File: src/rtl/cpu_decode_pkg.sv
// -----------------------------------------------------------------------------
// cpu_decode_pkg
// Shared definitions for the Rv32H decode stage:
//   - TAG_SIZE      default transaction tag width
//   - OPC_*         RV32I major opcodes (inst[6:0])
//   - op_class_e    op class encoding driven on o_class
//   - dec_fields_t  combinational decode result registered by cpu_decode
// -----------------------------------------------------------------------------
package cpu_decode_pkg;

  localparam int TAG_SIZE = 8;

  // RV32I major opcodes; the two low bits are always 2'b11 for 32-bit encodings.
  localparam logic [6:0] OPC_LOAD     = 7'b0000011;
  localparam logic [6:0] OPC_MISC_MEM = 7'b0001111;
  localparam logic [6:0] OPC_OP_IMM   = 7'b0010011;
  localparam logic [6:0] OPC_AUIPC    = 7'b0010111;
  localparam logic [6:0] OPC_STORE    = 7'b0100011;
  localparam logic [6:0] OPC_OP       = 7'b0110011;
  localparam logic [6:0] OPC_LUI      = 7'b0110111;
  localparam logic [6:0] OPC_BRANCH   = 7'b1100011;
  localparam logic [6:0] OPC_JALR     = 7'b1100111;
  localparam logic [6:0] OPC_JAL      = 7'b1101111;
  localparam logic [6:0] OPC_SYSTEM   = 7'b1110011;

  // NONE is 0 so that a reset output register reads as "no class".
  typedef enum logic [3:0] {
    CLS_NONE   = 4'd0,
    CLS_ALU    = 4'd1,
    CLS_ALUI   = 4'd2,
    CLS_LOAD   = 4'd3,
    CLS_STORE  = 4'd4,
    CLS_BRANCH = 4'd5,
    CLS_JAL    = 4'd6,
    CLS_JALR   = 4'd7,
    CLS_LUI    = 4'd8,
    CLS_AUIPC  = 4'd9,
    CLS_FENCE  = 4'd10,
    CLS_SYSTEM = 4'd11
  } op_class_e;

  typedef struct packed {
    logic [4:0]  rd;
    logic [4:0]  rs1;
    logic [4:0]  rs2;
    logic [2:0]  funct3;
    logic        funct7_b5;
    logic [31:0] imm;
    op_class_e   cls;
    logic        illegal;
  } dec_fields_t;

endpackage : cpu_decode_pkg

File: src/rtl/cpu_decode_if.sv
// -----------------------------------------------------------------------------
// cpu_decode_if
// Bundles the fetch-side inputs, the execute-side stall and all decode outputs
// of cpu_decode.
//   slave  : the decode stage (consumes i_*, drives o_*)
//   master : the surrounding pipeline (fetch + execute)
// Signals:
//   i_tag/i_instruction/i_pc  fetch transaction; a tag change marks a new one
//   o_busy                    skid entry occupied (to fetch stall)
//   i_stall                   execute holds the decode outputs
//   o_*                       registered decode result, new on o_tag change
// -----------------------------------------------------------------------------
interface cpu_decode_if #(
  parameter int TAG_W = cpu_decode_pkg::TAG_SIZE
);

  logic [TAG_W-1:0] i_tag;
  logic [31:0]      i_instruction;
  logic [31:0]      i_pc;
  logic             o_busy;
  logic             i_stall;
  logic [TAG_W-1:0] o_tag;
  logic [31:0]      o_pc;
  logic [31:0]      o_instruction;
  logic [4:0]       o_rd;
  logic [4:0]       o_rs1;
  logic [4:0]       o_rs2;
  logic [2:0]       o_funct3;
  logic             o_funct7_b5;
  logic [31:0]      o_imm;
  logic [3:0]       o_class;
  logic             o_illegal;
  logic             o_overflow;

  modport slave (
    input  i_tag, i_instruction, i_pc, i_stall,
    output o_busy, o_tag, o_pc, o_instruction, o_rd, o_rs1, o_rs2,
           o_funct3, o_funct7_b5, o_imm, o_class, o_illegal, o_overflow
  );

  modport master (
    output i_tag, i_instruction, i_pc, i_stall,
    input  o_busy, o_tag, o_pc, o_instruction, o_rd, o_rs1, o_rs2,
           o_funct3, o_funct7_b5, o_imm, o_class, o_illegal, o_overflow
  );

endinterface : cpu_decode_if

File: src/rtl/cpu_decode_imm.sv
// -----------------------------------------------------------------------------
// cpu_decode_imm
// Purely combinational RV32I field decoder: instruction word -> register
// indices, funct fields, sign-extended immediate, op class and illegal flag.
// Ports:
//   i_instruction  in   32   instruction word to decode
//   o_dec          out       dec_fields_t decode result
// -----------------------------------------------------------------------------
module cpu_decode_imm
  import cpu_decode_pkg::*;
(
  input  logic [31:0] i_instruction,
  output dec_fields_t o_dec
);

  logic [6:0]  w_opcode;
  logic [31:0] w_imm_i;
  logic [31:0] w_imm_s;
  logic [31:0] w_imm_b;
  logic [31:0] w_imm_u;
  logic [31:0] w_imm_j;

  assign w_opcode = i_instruction[6:0];

  // All formats sign-extend from inst[31]; B and J carry an implicit bit0 = 0.
  assign w_imm_i = {{20{i_instruction[31]}}, i_instruction[31:20]};
  assign w_imm_s = {{20{i_instruction[31]}}, i_instruction[31:25], i_instruction[11:7]};
  assign w_imm_b = {{19{i_instruction[31]}}, i_instruction[31], i_instruction[7],
                    i_instruction[30:25], i_instruction[11:8], 1'b0};
  assign w_imm_u = {i_instruction[31:12], 12'h000};
  assign w_imm_j = {{11{i_instruction[31]}}, i_instruction[31], i_instruction[19:12],
                    i_instruction[20], i_instruction[30:21], 1'b0};

  always_comb begin
    // NOTE: every field gets a default before the case so no path leaves a
    // value unassigned; otherwise synthesis would infer a latch.
    o_dec           = '0;
    o_dec.rd        = i_instruction[11:7];
    o_dec.rs1       = i_instruction[19:15];
    o_dec.rs2       = i_instruction[24:20];
    o_dec.funct3    = i_instruction[14:12];
    o_dec.funct7_b5 = i_instruction[30];
    o_dec.cls       = CLS_NONE;
    o_dec.illegal   = 1'b0;

    unique case (w_opcode)
      OPC_OP:       begin o_dec.cls = CLS_ALU;                        end
      OPC_OP_IMM:   begin o_dec.cls = CLS_ALUI;   o_dec.imm = w_imm_i; end
      OPC_LOAD:     begin o_dec.cls = CLS_LOAD;   o_dec.imm = w_imm_i; end
      OPC_STORE:    begin o_dec.cls = CLS_STORE;  o_dec.imm = w_imm_s; end
      OPC_BRANCH:   begin o_dec.cls = CLS_BRANCH; o_dec.imm = w_imm_b; end
      OPC_JAL:      begin o_dec.cls = CLS_JAL;    o_dec.imm = w_imm_j; end
      OPC_JALR:     begin o_dec.cls = CLS_JALR;   o_dec.imm = w_imm_i; end
      OPC_LUI:      begin o_dec.cls = CLS_LUI;    o_dec.imm = w_imm_u; end
      OPC_AUIPC:    begin o_dec.cls = CLS_AUIPC;  o_dec.imm = w_imm_u; end
      OPC_MISC_MEM: begin o_dec.cls = CLS_FENCE;                      end
      OPC_SYSTEM:   begin o_dec.cls = CLS_SYSTEM; o_dec.imm = w_imm_i; end
      default:      begin o_dec.illegal = 1'b1;                       end
    endcase

    // Compressed or reserved encodings: every known opcode already ends in
    // 2'b11, but keep the rule explicit so it survives opcode-table edits.
    if (i_instruction[1:0] != 2'b11) begin
      o_dec.cls     = CLS_NONE;
      o_dec.imm     = '0;
      o_dec.illegal = 1'b1;
    end
  end

endmodule : cpu_decode_imm

File: src/rtl/cpu_decode.sv
// -----------------------------------------------------------------------------
// cpu_decode
// Decode stage of the Rv32H pipeline, directly downstream of fetch.
// A new fetch transaction is recognised by a change of i_tag; the decoded
// result is registered and published with its tag on o_tag (1 clock latency
// when not stalled). While execute stalls, one in-flight instruction is held
// raw in a skid entry and o_busy back-pressures fetch. A new tag arriving
// with the skid full and the stall still active is dropped and raises the
// sticky o_overflow flag.
// Ports:
//   i_clock    in  1   clock
//   i_reset_n  in  1   asynchronous active-low reset; all outputs go to 0
//   bus        cpu_decode_if.slave (fetch inputs, stall, decode outputs)
// -----------------------------------------------------------------------------
module cpu_decode
  import cpu_decode_pkg::*;
#(
  parameter int TAG_W = TAG_SIZE
) (
  input  logic         i_clock,
  input  logic         i_reset_n,
  cpu_decode_if.slave  bus
);

  // Tag tracking and skid entry
  logic [TAG_W-1:0] r_last_tag;
  logic             r_skid_full;
  logic [TAG_W-1:0] r_skid_tag;
  logic [31:0]      r_skid_instruction;
  logic [31:0]      r_skid_pc;
  logic             r_overflow;

  // Output registers
  logic [TAG_W-1:0] r_out_tag;
  logic [31:0]      r_out_pc;
  logic [31:0]      r_out_instruction;
  dec_fields_t      r_out_dec;

  // Combinational datapath
  logic             w_new;
  logic             w_load_out;
  logic             w_skid_load;
  logic [TAG_W-1:0] w_src_tag;
  logic [31:0]      w_src_instruction;
  logic [31:0]      w_src_pc;
  dec_fields_t      w_dec;

  // Tags are compared for equality only, so wrap-around needs no handling.
  assign w_new = (bus.i_tag != r_last_tag);

  // The skid entry is older than anything on the live input, so it always
  // has priority for the single decoder; this keeps program order.
  assign w_src_tag         = r_skid_full ? r_skid_tag         : bus.i_tag;
  assign w_src_instruction = r_skid_full ? r_skid_instruction : bus.i_instruction;
  assign w_src_pc          = r_skid_full ? r_skid_pc          : bus.i_pc;

  assign w_load_out = !bus.i_stall && (r_skid_full || w_new);

  // The skid captures a new input when it is stalled into an empty skid, or
  // when the skid drains in the same cycle a new input arrives. A new input
  // while stalled with the skid full is the fetch protocol violation: dropped.
  assign w_skid_load = w_new && (bus.i_stall ? !r_skid_full : r_skid_full);

  cpu_decode_imm u_imm (
    .i_instruction (w_src_instruction),
    .o_dec         (w_dec)
  );

  always_ff @(posedge i_clock or negedge i_reset_n) begin
    if (!i_reset_n) begin
      r_last_tag        <= '0;
      r_skid_full       <= 1'b0;
      r_overflow        <= 1'b0;
      r_out_tag         <= '0;
      r_out_pc          <= '0;
      r_out_instruction <= '0;
      r_out_dec         <= '0;
    end else begin
      // NOTE: sequential state uses non-blocking assignments so every
      // register samples the pre-edge values, independent of statement order.
      // Every new tag is consumed in the cycle it appears, even if dropped,
      // so a dropped tag is not re-seen as new on the following cycles.
      if (w_new) begin
        r_last_tag <= bus.i_tag;
      end

      if (w_load_out) begin
        r_out_tag         <= w_src_tag;
        r_out_pc          <= w_src_pc;
        r_out_instruction <= w_src_instruction;
        r_out_dec         <= w_dec;
      end

      if (!bus.i_stall) begin
        // Draining: the skid stays occupied only if a new input refills it.
        r_skid_full <= r_skid_full && w_new;
      end else if (w_new) begin
        if (r_skid_full) begin
          r_overflow <= 1'b1;
        end else begin
          r_skid_full <= 1'b1;
        end
      end
    end
  end

  // NOTE: the skid payload has no reset; r_skid_full alone says whether it
  // holds anything, so resetting the data would only cost reset routing.
  always_ff @(posedge i_clock) begin
    if (w_skid_load) begin
      r_skid_tag         <= bus.i_tag;
      r_skid_instruction <= bus.i_instruction;
      r_skid_pc          <= bus.i_pc;
    end
  end

  assign bus.o_busy        = r_skid_full;
  assign bus.o_overflow    = r_overflow;
  assign bus.o_tag         = r_out_tag;
  assign bus.o_pc          = r_out_pc;
  assign bus.o_instruction = r_out_instruction;
  assign bus.o_rd          = r_out_dec.rd;
  assign bus.o_rs1         = r_out_dec.rs1;
  assign bus.o_rs2         = r_out_dec.rs2;
  assign bus.o_funct3      = r_out_dec.funct3;
  assign bus.o_funct7_b5   = r_out_dec.funct7_b5;
  assign bus.o_imm         = r_out_dec.imm;
  assign bus.o_class       = r_out_dec.cls;
  assign bus.o_illegal     = r_out_dec.illegal;

endmodule : cpu_decode

File: src/flat_wrapper.sv
// flat-port wrapper written by rule: the top's interface ports become plain ports
module cpu_decode_flat import cpu_decode_pkg::*;
#(
  parameter int TAG_W = TAG_SIZE
)
  (i_clock, i_reset_n, bus_i_tag, bus_i_instruction, bus_i_pc, bus_i_stall, bus_o_busy, bus_o_tag, bus_o_pc, bus_o_instruction, bus_o_rd, bus_o_rs1, bus_o_rs2, bus_o_funct3, bus_o_funct7_b5, bus_o_imm, bus_o_class, bus_o_illegal, bus_o_overflow);
  cpu_decode_if #(.TAG_W(TAG_W)) bus_i ();
  input  logic i_clock;
  input  logic i_reset_n;
  input wire logic [$bits(bus_i.i_tag)-1:0] bus_i_tag;
  input wire logic [$bits(bus_i.i_instruction)-1:0] bus_i_instruction;
  input wire logic [$bits(bus_i.i_pc)-1:0] bus_i_pc;
  input wire logic [$bits(bus_i.i_stall)-1:0] bus_i_stall;
  output wire logic [$bits(bus_i.o_busy)-1:0] bus_o_busy;
  output wire logic [$bits(bus_i.o_tag)-1:0] bus_o_tag;
  output wire logic [$bits(bus_i.o_pc)-1:0] bus_o_pc;
  output wire logic [$bits(bus_i.o_instruction)-1:0] bus_o_instruction;
  output wire logic [$bits(bus_i.o_rd)-1:0] bus_o_rd;
  output wire logic [$bits(bus_i.o_rs1)-1:0] bus_o_rs1;
  output wire logic [$bits(bus_i.o_rs2)-1:0] bus_o_rs2;
  output wire logic [$bits(bus_i.o_funct3)-1:0] bus_o_funct3;
  output wire logic [$bits(bus_i.o_funct7_b5)-1:0] bus_o_funct7_b5;
  output wire logic [$bits(bus_i.o_imm)-1:0] bus_o_imm;
  output wire logic [$bits(bus_i.o_class)-1:0] bus_o_class;
  output wire logic [$bits(bus_i.o_illegal)-1:0] bus_o_illegal;
  output wire logic [$bits(bus_i.o_overflow)-1:0] bus_o_overflow;
  assign bus_i.i_tag = bus_i_tag;
  assign bus_i.i_instruction = bus_i_instruction;
  assign bus_i.i_pc = bus_i_pc;
  assign bus_i.i_stall = bus_i_stall;
  assign bus_o_busy = bus_i.o_busy;
  assign bus_o_tag = bus_i.o_tag;
  assign bus_o_pc = bus_i.o_pc;
  assign bus_o_instruction = bus_i.o_instruction;
  assign bus_o_rd = bus_i.o_rd;
  assign bus_o_rs1 = bus_i.o_rs1;
  assign bus_o_rs2 = bus_i.o_rs2;
  assign bus_o_funct3 = bus_i.o_funct3;
  assign bus_o_funct7_b5 = bus_i.o_funct7_b5;
  assign bus_o_imm = bus_i.o_imm;
  assign bus_o_class = bus_i.o_class;
  assign bus_o_illegal = bus_i.o_illegal;
  assign bus_o_overflow = bus_i.o_overflow;
  cpu_decode #(.TAG_W(TAG_W)) u_core (.i_clock(i_clock), .i_reset_n(i_reset_n), .bus(bus_i));
endmodule
File: config.mk
export PLATFORM = sky130hd
export DESIGN_NAME = cpu_decode_flat
export DESIGN_NICKNAME = d
export VERILOG_FILES = /design/src/rtl/cpu_decode_pkg.sv /design/src/rtl/cpu_decode_if.sv /design/src/rtl/cpu_decode_imm.sv /design/src/rtl/cpu_decode.sv /design/src/flat_wrapper.sv
export SDC_FILE = /design/constraint.sdc
export NUM_CORES = 1
export LEC_CHECK = 0
export CORE_UTILIZATION = 25
export CTS_CLUSTER_SIZE = 28
export DETAILED_ROUTE_END_ITERATION = 12
export GPL_TIMING_DRIVEN = 0
export SLEW_MARGIN = 20
export SYNTH_ARGS = -nofsm -noshare
export SYNTH_HDL_FRONTEND = slang
export SYNTH_SLANG_ARGS = --single-unit
File: constraint.sdc
create_clock -name i_clock -period 14.5 [get_ports i_clock]
set_input_delay 2.9 -clock i_clock [delete_from_list [all_inputs] [get_ports i_clock]]
set_output_delay 2.9 -clock i_clock [all_outputs]
set_load 0.05 [all_outputs]
==> summary.txt, run 1 <==
Run status
  • Status: finished, final reports clean

Global route
  • Gr busiest metal: met2
  • Largest net degree at the start of global routing: 62
  • Met2 Use GR: 25.16%
  • GRT met3 Usage: 4.365%
  • Vias in the first global route: 6,054
  • GR Util met1: 19.98%
  • Initial antenna violation count: 0
  • First-pass GRT wire length: 37,830 um
  • Tot GR Track Use: 15.35%
  • Total grt overflow: 0

Final layout
  • Layout area overhead: 40.81%
  • Final net count: 940
  • Most common cell after layout, fill and taps aside: clkdlybuf4s50_1
  • Finished Core Util: 36.19%
  • Layout cells sized above 1: 11.05%
  • Most frequent cells in the layout: clkdlybuf4s50_1, dfrtp_1, nand2_1
  • Fill cell total of the finished layout: 3,041

Worst hold path
  • Path category of the worst min-delay check: reg -> reg

Timing
  • Final hold viol count: 0
  • Final period utilization: 38.15%
  • Fmax: 180.8 MHz
  • Skew final: 10.11 ps
  • Unrepaired setup endpoints after global routing: no
  • Setup TNS: 0 ps
  • Final setup vio count: 0
  • Final min period: 5531 ps
  • Slew headroom: 37.58%
  • Count of final max-slew check failures: 0
  • Slew @ Worst Pin: 910.3 ps

Drt
  • Via Count: 5,789
  • Routed WL per cell: 19.08 um
  • Antenna-violating nets left: 0
  • Drt first pass iters: 4
  • Routed WL: 24,350 um
  • DRT iter0 DRCs: 410
  • # DRC: 0
  • Via density: 4.537

Worst setup path
  • RR Endpoint: u_core.r_skid_instruction[30]
  • Setup crit end: u_core.bus.o_imm[31]
  • Worst setup SP type: input pin
  • R2R cell count: 9
  • Crit path from: bus_i_tag[3]
  • R2R Setup Slk: 11,100 ps
  • WP data required: 14,770 ps
  • R2r startpoint: u_core.bus.o_busy
  • Worst Path Max Fanout: 10
  • CP arrival: 5800 ps
  • Setup crit end kind: flop
  • Setup CP Type: in -> reg

Synth
  • Synthesized area per cell: 12.47 um2
  • Synth top area share: 37.49%
  • Synthesized net count: 712
  • Cell taking the most area after synthesis: dfrtp_1
  • Fraction of registers with async set/reset: 62.30%
  • Synth Warn #: 0
  • Synth cell types: 47
  • Post-synth EDFFs: 72
  • Seq/Total Area, Yosys: 64.70%
  • Largest cells by area after synthesis: dfrtp_1, edfxtp_1, mux2i_1
  • Yosys reg bits: 191
  • Top FF cell, synth: dfrtp_1
  • Mapped Cells: 637
  • Synthesized area: 0.007944 mm2

Pwr
  • Leakage power: 4.812 nW
  • Power per cell area: 122.3 mW/mm2
  • Worst VDD drop: 0.06965 mV

Clock tree
  • Skew-Pair Late Insertion Delay: 430 ps
  • CTS max path bufs: 2
  • Hold Buf Count CTS: 0
  • H-tree Lvls: 4
  • Cts bufs inserted: 17
  • Reg clk slew, reported paths: 80 ps
  • Sink Count: 191
  • Post-CTS Setup Bufs: 0
  • # resized after CTS: 0
  • CTS tree: built
  • Clk root buf: clkbuf_16

Floorplan
  • Die area: 0.03249 mm2
  • Die Height: 180.3 um
  • Core area: 0.03091 mm2
  • IO Pins: 205
  • Die Width: 180.3 um
  • Starting density of the core: 25.70%
  • # rows: 64

Place
  • RePlAce Congestion: 0.8311
  • Dpl hpwl: 17,520 um
  • # port buffers: 204

Run
  • Max_cap viols: 0
==> cell type report <==
| cell class | instances | area, um2 | share of cell area (%) |
|---|---|---|---|
| diodes | 2 | 5.005 | 0.04474 |
| multi-input cells | 380 | 2445 | 21.86 |
| flip-flops and latches | 191 | 5140 | 45.95 |
| inverters | 1 | 3.754 | 0.03356 |
| repair buffers | 209 | 2165 | 19.35 |
| clock buffers | 20 | 456.7 | 4.083 |
| clock inverters | 12 | 108.9 | 0.9732 |
| plain buffers | 65 | 366.6 | 3.277 |
| well taps | 396 | 495.5 | 4.430 |
==> worst max-delay path, stage by stage <==
cell             delay, ps
clkdlybuf4s50_1        480
xor2_1                 190
nor4_2                 670
a31o_1                 240
buf_2                  250
clkbuf_1               530
buf_2                  400
o31ai_1                130
==> cell families (layout without fill, tap and decap cells) <==
logic type                 after synthesis  count (layout)  synth area share [%]
other                                    0               2                     0
AOI/OAI and AO/OA                      146             146                 11.70
buffers and inverters                   66             307                 4.662
adders and majority gates                1               1                0.1260
DFF                                    191             191                 64.70
and+or+nand+nor                        146             146                 7.812
xor gates and xnor gates                10              10                 1.103
muxes                                   77              77                 9.891
==> registers in the layout, summed over array words and instances, names as in the netlist, 2 cells and up <==
signal,count
u_core.bus.o_imm,32
u_core.bus.o_tag,8
u_core.r_skid_tag,8
u_core.bus.o_funct3,2
u_core.r_last_tag,8
u_core.bus.o_pc,32
u_core.bus.o_rs1,4
u_core.bus.o_instruction,18
u_core.bus.o_rs2,4
u_core.r_skid_instruction,32
u_core.bus.o_rd,4
u_core.bus.o_class,4
u_core.r_skid_pc,32
==> where the power goes <==
group / internal (mW) / switching (mW) / total (mW)
combinational: 0.0991 / 0.181 / 0.280
sequential: 0.600 / 0.0200 / 0.620
clock: 0.248 / 0.220 / 0.468
==> Yosys cell counts, types with 8 or more instances <==
cell,count
o21ai_0,23
a22o_1,17
nor2_1,23
nand3_1,8
mux2_2,9
dfrtp_1,119
clkbuf_1,21
o22a_1,11
buf_4,22
nand2_1,98
xor2_1,8
buf_2,20
o21ai_1,64
mux2i_1,67
edfxtp_1,72
==> how the worst min path moves through the flow <==
stage | start | endpoint | depth (start not counted)
after global routing | u_core.bus.o_overflow | u_core.bus.o_overflow | 1
after global placement | u_core.bus.o_overflow | u_core.bus.o_overflow | 1
after CTS | u_core.bus.o_overflow | u_core.bus.o_overflow | 1
final | u_core.bus.o_overflow | u_core.bus.o_overflow | 1
after detailed placement | u_core.bus.o_overflow | u_core.bus.o_overflow | 1
after floorplan | u_core.r_skid_pc[0] | u_core.bus.o_pc[0] | 2
==> stage by stage <==
step                hold WS, ps  instance area, um2  cells  power, mW  setup slack (ps)
floorplan                 494.2                7944    637     0.7921              7300
global placement          452.8               10480   1237     0.9090              4034
detailed placement        458.1               10620   1242     0.9147              8476
CTS                       475.9               11180   1274      1.387              8903
global route              482.5               11180   1274      1.423              8807
finish                    472.0               11190   1276      1.368              8969
==> per-layer routing <==
layer	wire (um)	part of all wire, %	up-vias
met4	357	1.5	0
met2	11520	47	169
li1	-	-	2740
met5	0	0	-
met3	1662	6.8	17
met1	10810	44	2863
(Power assumes the default switching activity.)
==> run 2, diff against run 1 <==
- clock period: 14.5 -> 5.5 ns (I/O delays scaled with it)
==> run 2 against run 1 <==
Register-to-register slack worse by 9100 ps. Global-route usage about the same. Highest routed layer unchanged. Critical path type unchanged. Core utilization is 0.061 points higher. Non-clock buffer count grew 1.
==> summary.txt, run 2 (synthesis results as in run 1) <==
Global route
  • Vias in the first global route: 6,019
  • Tot GR Track Use: 15.31%
  • Total grt overflow: 0
  • Largest net degree at the start of global routing: 70
  • Initial antenna violation count: 1
  • First-pass GRT wire length: 37,560 um

Clock tree
  • Clk root buf: clkbuf_16
  • Skew-Pair Late Insertion Delay: 430 ps
  • Cts bufs inserted: 17
  • Post-CTS Setup Bufs: 0
  • Sink Count: 191
  • H-tree Lvls: 4
  • CTS tree: built
  • Hold Buf Count CTS: 0
  • CTS max path bufs: 2
  • Reg clk slew, reported paths: 70 ps
  • # resized after CTS: 0

Pwr
  • Clock share of power: 33.6%
  • Switching share of power: 31.85%
  • Leakage power: 4.814 nW
  • Power per cell area: 319.7 mW/mm2
  • Switching pwr: 1.141 mW
  • Sequential Power Share: 45.6%
  • Logic pwr share: 20.7%
  • Cell internal pwr: 2.441 mW
  • Worst VDD drop: 0.1712 mV

Worst setup path
  • Critical-path cell list: clkdlybuf4s50_1 > xor2_1 > nor4_2 > a31o_1 > buf_2 > clkbuf_1 > buf_2 > nand2_1 > o21ai_1
  • Setup crit end: u_core.bus.o_pc[26]
  • CP arrival: 4090 ps
  • R2R Setup Slk: 2020 ps
  • Largest delay contributor family on the critical path: buffers and inverters
  • RR Endpoint: u_core.r_skid_pc[15]
  • Setup CP Type: in -> reg
  • CP max stage delay: 620 ps
  • Critical-path top delay cell: nor4_2
  • CP dominant cell by count: buf_2
  • Crit. path cell count: 9
  • R2R cell count: 10
  • Buffers and inverters on the worst path: 4
  • Setup crit end kind: flop
  • Worst setup SP type: input pin
  • Worst Path Max Fanout: 10
  • Crit path from: bus_i_tag[3]
  • R2r startpoint: u_core.bus.o_busy
  • WP data required: 5850 ps

Floorplan
  • # rows: 64
  • Core area: 0.03091 mm2
  • IO Pins: 205
  • Die Width: 180.3 um
  • Starting density of the core: 25.70%
  • Die area: 0.03249 mm2
  • Die Height: 180.3 um

Timing
  • Skew final: 9.083 ps
  • Final WS setup: 1759 ps
  • Slew headroom: 37.82%
  • Slew @ Worst Pin: 906.7 ps
  • Unrepaired setup endpoints after global routing: no
  • Count of final max-slew check failures: 0
  • Final hold viol count: 0
  • Final period utilization: 68.01%
  • Final setup vio count: 0
  • Fmax: 267.3 MHz
  • Final min period: 3741 ps

Place
  • RePlAce Congestion: 0.8166
  • Place WS: 1224 ps
  • Dpl hpwl: 17,340 um
  • # port buffers: 204

Final layout
  • Finished Core Util: 36.25%
  • Most common cell after layout, fill and taps aside: clkdlybuf4s50_1
  • Layout cells sized above 1: 11.26%
  • Layout area overhead: 41.05%
  • Storage element area: 0.005140 mm2
  • Fill cell total of the finished layout: 3,051
  • Area of the multi-input gates: 0.002445 mm2
  • Most frequent cells in the layout: clkdlybuf4s50_1, dfrtp_1, nand2_1
  • Final net count: 941

Drt
  • # DRC: 0
  • Routed WL: 24,250 um
  • DRT iter0 DRCs: 402
  • Routed WL per cell: 19.00 um
  • Via density: 4.573
  • Antenna-violating nets left: 0
  • Via Count: 5,835
  • Drt first pass iters: 5

Run status
  • Status: finished, final reports clean

Worst hold path
  • Path category of the worst min-delay check: reg -> reg
  • Worst hold path depth: 2

Run
  • Max_cap viols: 0
-- run 2: changes by cell type in the layout (fill, tap and decap cells not counted), sizes merged --
cell and change:
clkbuf -3, buf +1, diode -1, inv +4
clkinv -2, clkinvlp +2, bufinv -1
-- run 2: worst min path at each step --
stage,startpoint,endpoint,slack [ps]
6_report,u_core.bus.o_class[2],u_core.bus.o_class[2],470
5_1_grt,u_core.bus.o_overflow,u_core.bus.o_overflow,500
4_1_cts,u_core.bus.o_class[2],u_core.bus.o_class[2],480
3_5_place_dp,u_core.bus.o_class[2],u_core.bus.o_class[2],460
3_3_place_gp,u_core.bus.o_overflow,u_core.bus.o_overflow,450
2_1_floorplan,u_core.r_skid_pc[0],u_core.bus.o_pc[0],490
-- run 2: layout make-up --
cell class	instances	share of cell area (%)
timing repair buffer	210	19.63
clock inverter	15	1.128
antenna	1	0.02233
tap	396	4.422
clock buffer	17	3.797
sequential	191	45.87
buffer	65	3.272
inverter	1	0.03350
multi-input combinational	380	21.82
-- run 2: power groups by stage --
| stage | clock network (mW) | registers, mW | logic (mW) |
|---|---|---|---|
| final | 1.21 | 1.63 | 0.742 |
| after detailed placement | 0 | 1.66 | 0.750 |
| after global routing | 1.30 | 1.65 | 0.786 |
| after floorplan | 0 | 1.88 | 0.211 |
| after global placement | 0 | 1.67 | 0.726 |
| after CTS | 1.25 | 1.64 | 0.752 |
-- run 2: layer usage --
metal	GRT usage (%)	part of all wire [%]	vias to the layer above
met4	3.761	1.2	0
met5	0	0	-
li1	-	-	2746
met2	24.99	48	160
met1	20.07	45	2912
met3	4.123	5.3	17
-- run 2: worst register-to-register path: stages, from the launching register on --
cell and delay [ps]:
dfrtp_1 500, buf_6 210, buf_2 290, buf_4 290
buf_4 280, buf_2 390, xnor2_1 200, a21oi_4 490
buf_16 220, buf_16 160, buf_8 170
-- run 2: through the flow --
step                setup TNS [ps]  power, mW  cells  cell area [um2]  hold WS (ps)
CTS                              0      3.637   1275            11200         481.3
global placement           -281680      2.393   1237            10490         452.5
detailed placement               0      2.414   1243            10650         464.5
finish                           0      3.582   1276            11200         474.8
floorplan                        0      2.087    637             7948         494.2
global route                     0      3.732   1275            11200         503.9
==> run 3, diff against run 2 <==
- clock period: 5.5 -> 3.7 ns (I/O delays scaled with it)
==> run 3 against run 2 <==
Die area did not move. Cell count barely moved. Core utilization grew 0.081 points. Clock power rose by 55%. Non-clock buffer count grew 1. Clock skew grew 2.9 ps. Combinational power increased by 50%. Largest cell class unchanged. Largest power group unchanged.
==> summary.txt, run 3 (synthesis results as in run 1) <==
Final layout
  • Diode count: 0
  • Final net count: 942
  • Finished Core Util: 36.33%
  • Layout area overhead: 41.36%
  • Fill cell total of the finished layout: 3,048
  • Layout cells sized above 1: 11.15%
  • Most frequent cells in the layout: clkdlybuf4s50_1, dfrtp_1, nand2_1
  • Area of the multi-input gates: 0.002445 mm2
  • Storage element area: 0.005140 mm2
  • Most common cell after layout, fill and taps aside: clkdlybuf4s50_1

Floorplan
  • Starting density of the core: 25.70%
  • Die Width: 180.3 um
  • Die Height: 180.3 um
  • # rows: 64
  • Core area: 0.03091 mm2
  • Die area: 0.03249 mm2
  • IO Pins: 205

Global route
  • GRT met3 Usage: 3.800%
  • Largest net degree at the start of global routing: 71
  • Met2 Use GR: 25.69%
  • GR Util met1: 20.33%
  • First-pass GRT wire length: 37,820 um
  • Total grt overflow: 0
  • Gr busiest metal: met2
  • Vias in the first global route: 6,051
  • Tot GR Track Use: 15.48%
  • Initial antenna violation count: 0

Pwr
  • Cell internal pwr: 3.746 mW
  • Leakage power: 4.820 nW
  • Power per cell area: 481.2 mW/mm2
  • Logic pwr share: 20.5%
  • Worst VDD drop: 0.2650 mV
  • Switching pwr: 1.658 mW
  • Pwr Total: 5.404 mW
  • Sequential Power Share: 44.9%
  • Switching share of power: 30.69%
  • Clock share of power: 34.6%

Clock tree
  • Skew-Pair Late Insertion Delay: 430 ps
  • # resized after CTS: 0
  • CTS tree: built
  • Cts bufs inserted: 17
  • CTS max path bufs: 2
  • Post-CTS Setup Bufs: 1
  • H-tree Lvls: 4
  • Hold Buf Count CTS: 0
  • Reg clk slew, reported paths: 70 ps
  • Sink Count: 191
  • Clk root buf: clkbuf_16

Worst setup path
  • Worst Path Max Fanout: 10
  • R2R cell count: 11
  • R2R Setup Slk: 420 ps
  • Crit path from: bus_i_tag[7]
  • CP arrival: 3680 ps
  • Setup crit end kind: flop
  • Setup CP Type: in -> reg
  • RR Endpoint: u_core.r_skid_pc[31]
  • Worst setup SP type: input pin
  • WP data required: 4040 ps
  • Setup crit end: u_core.bus.o_pc[25]
  • R2r startpoint: u_core.bus.o_busy

Timing
  • Unrepaired setup endpoints after global routing: no
  • Count of final max-slew check failures: 0
  • Final setup vio count: 0
  • Setup TNS: 0 ps
  • Skew final: 11.97 ps
  • Final period utilization: 90.10%
  • Final min period: 3334 ps
  • Fmax: 300.0 MHz
  • Slew @ Worst Pin: 961.6 ps
  • Final hold viol count: 0
  • Slew headroom: 34.06%

Drt
  • Routed WL per cell: 19.43 um
  • Drt first pass iters: 5
  • # DRC: 0
  • Routed WL: 24,780 um
  • Antenna-violating nets left: 0
  • Via density: 4.595
  • Via Count: 5,859
  • DRT iter0 DRCs: 313

Run status
  • Status: finished, final reports clean

Place
  • Dpl hpwl: 17,660 um
  • # port buffers: 204
  • RePlAce Congestion: 0.8120

Worst hold path
  • Path category of the worst min-delay check: in -> async

Run
  • Max_cap viols: 0
## run 3: cell types whose count changed in the layout (fill, tap and decap cells not counted), sizes merged
cell and change:
inv -6, bufinv +2, clkbuf +2, buf +1
clkinvlp +1, diode -1
## run 3: through the flow
stage | setup slack (ps) | instance area [um2] | hold WS (ps) | instances
2_1_floorplan | 141.0 | 7955 | 444.4 | 637
3_3_place_gp | -3404 | 10490 | 452.0 | 1237
3_5_place_dp | -194.4 | 10650 | 458.5 | 1243
4_1_cts | 257.4 | 11230 | 217.5 | 1275
5_1_grt | 60.32 | 11230 | 226.0 | 1275
6_report | 366.2 | 11230 | 209.0 | 1275
## run 3: worst min path at each step
stage / from / endpoint / slack, ps
3_5_place_dp: u_core.bus.o_overflow / u_core.bus.o_overflow / 460
2_1_floorplan: i_reset_n / u_core.bus.o_busy / 440
5_1_grt: i_reset_n / u_core.bus.o_instruction[25] / 230
3_3_place_gp: u_core.bus.o_overflow / u_core.bus.o_overflow / 450
6_report: i_reset_n / u_core.bus.o_instruction[26] / 210
4_1_cts: i_reset_n / u_core.bus.o_instruction[26] / 220
## run 3: power by group through the flow
stage               clock network (mW)  logic (mW)  registers, mW
floorplan                            0       0.315           2.79
global placement                     0        1.08           2.47
detailed placement                   0        1.12           2.47
CTS                               1.94        1.12           2.43
global route                      2.00        1.17           2.45
finish                            1.87        1.11           2.43
## run 3: per-layer routing
| layer | vias to the layer above | share of wire (%) | wire length (um) |
|---|---|---|---|
| met1 | 2936 | 46 | 11350 |
| met4 | 0 | 1.1 | 272 |
| li1 | 2729 | - | - |
| met3 | 14 | 5.2 | 1299 |
| met5 | - | 0 | 0 |
| met2 | 180 | 48 | 11860 |
## run 3: worst max-delay path: stages
cell and delay (ps):
clkdlybuf4s50_1 480, xor2_1 190, nor4_2 720, a31o_1 220, buf_2 250, clkbuf_1 480
buf_2 400, nand2_1 80, o21ai_1 100
## run 3: cell type report
type                            instances  area share [%]
Inverter                                1         0.03343
Clock buffer                           19           3.855
Tap cell                              396           4.412
Timing Repair Buffer                  211           19.65
Multi-Input combinational cell        380           21.77
Sequential cell                       191           45.77
Buffer                                 65           3.265
Clock inverter                         12           1.237
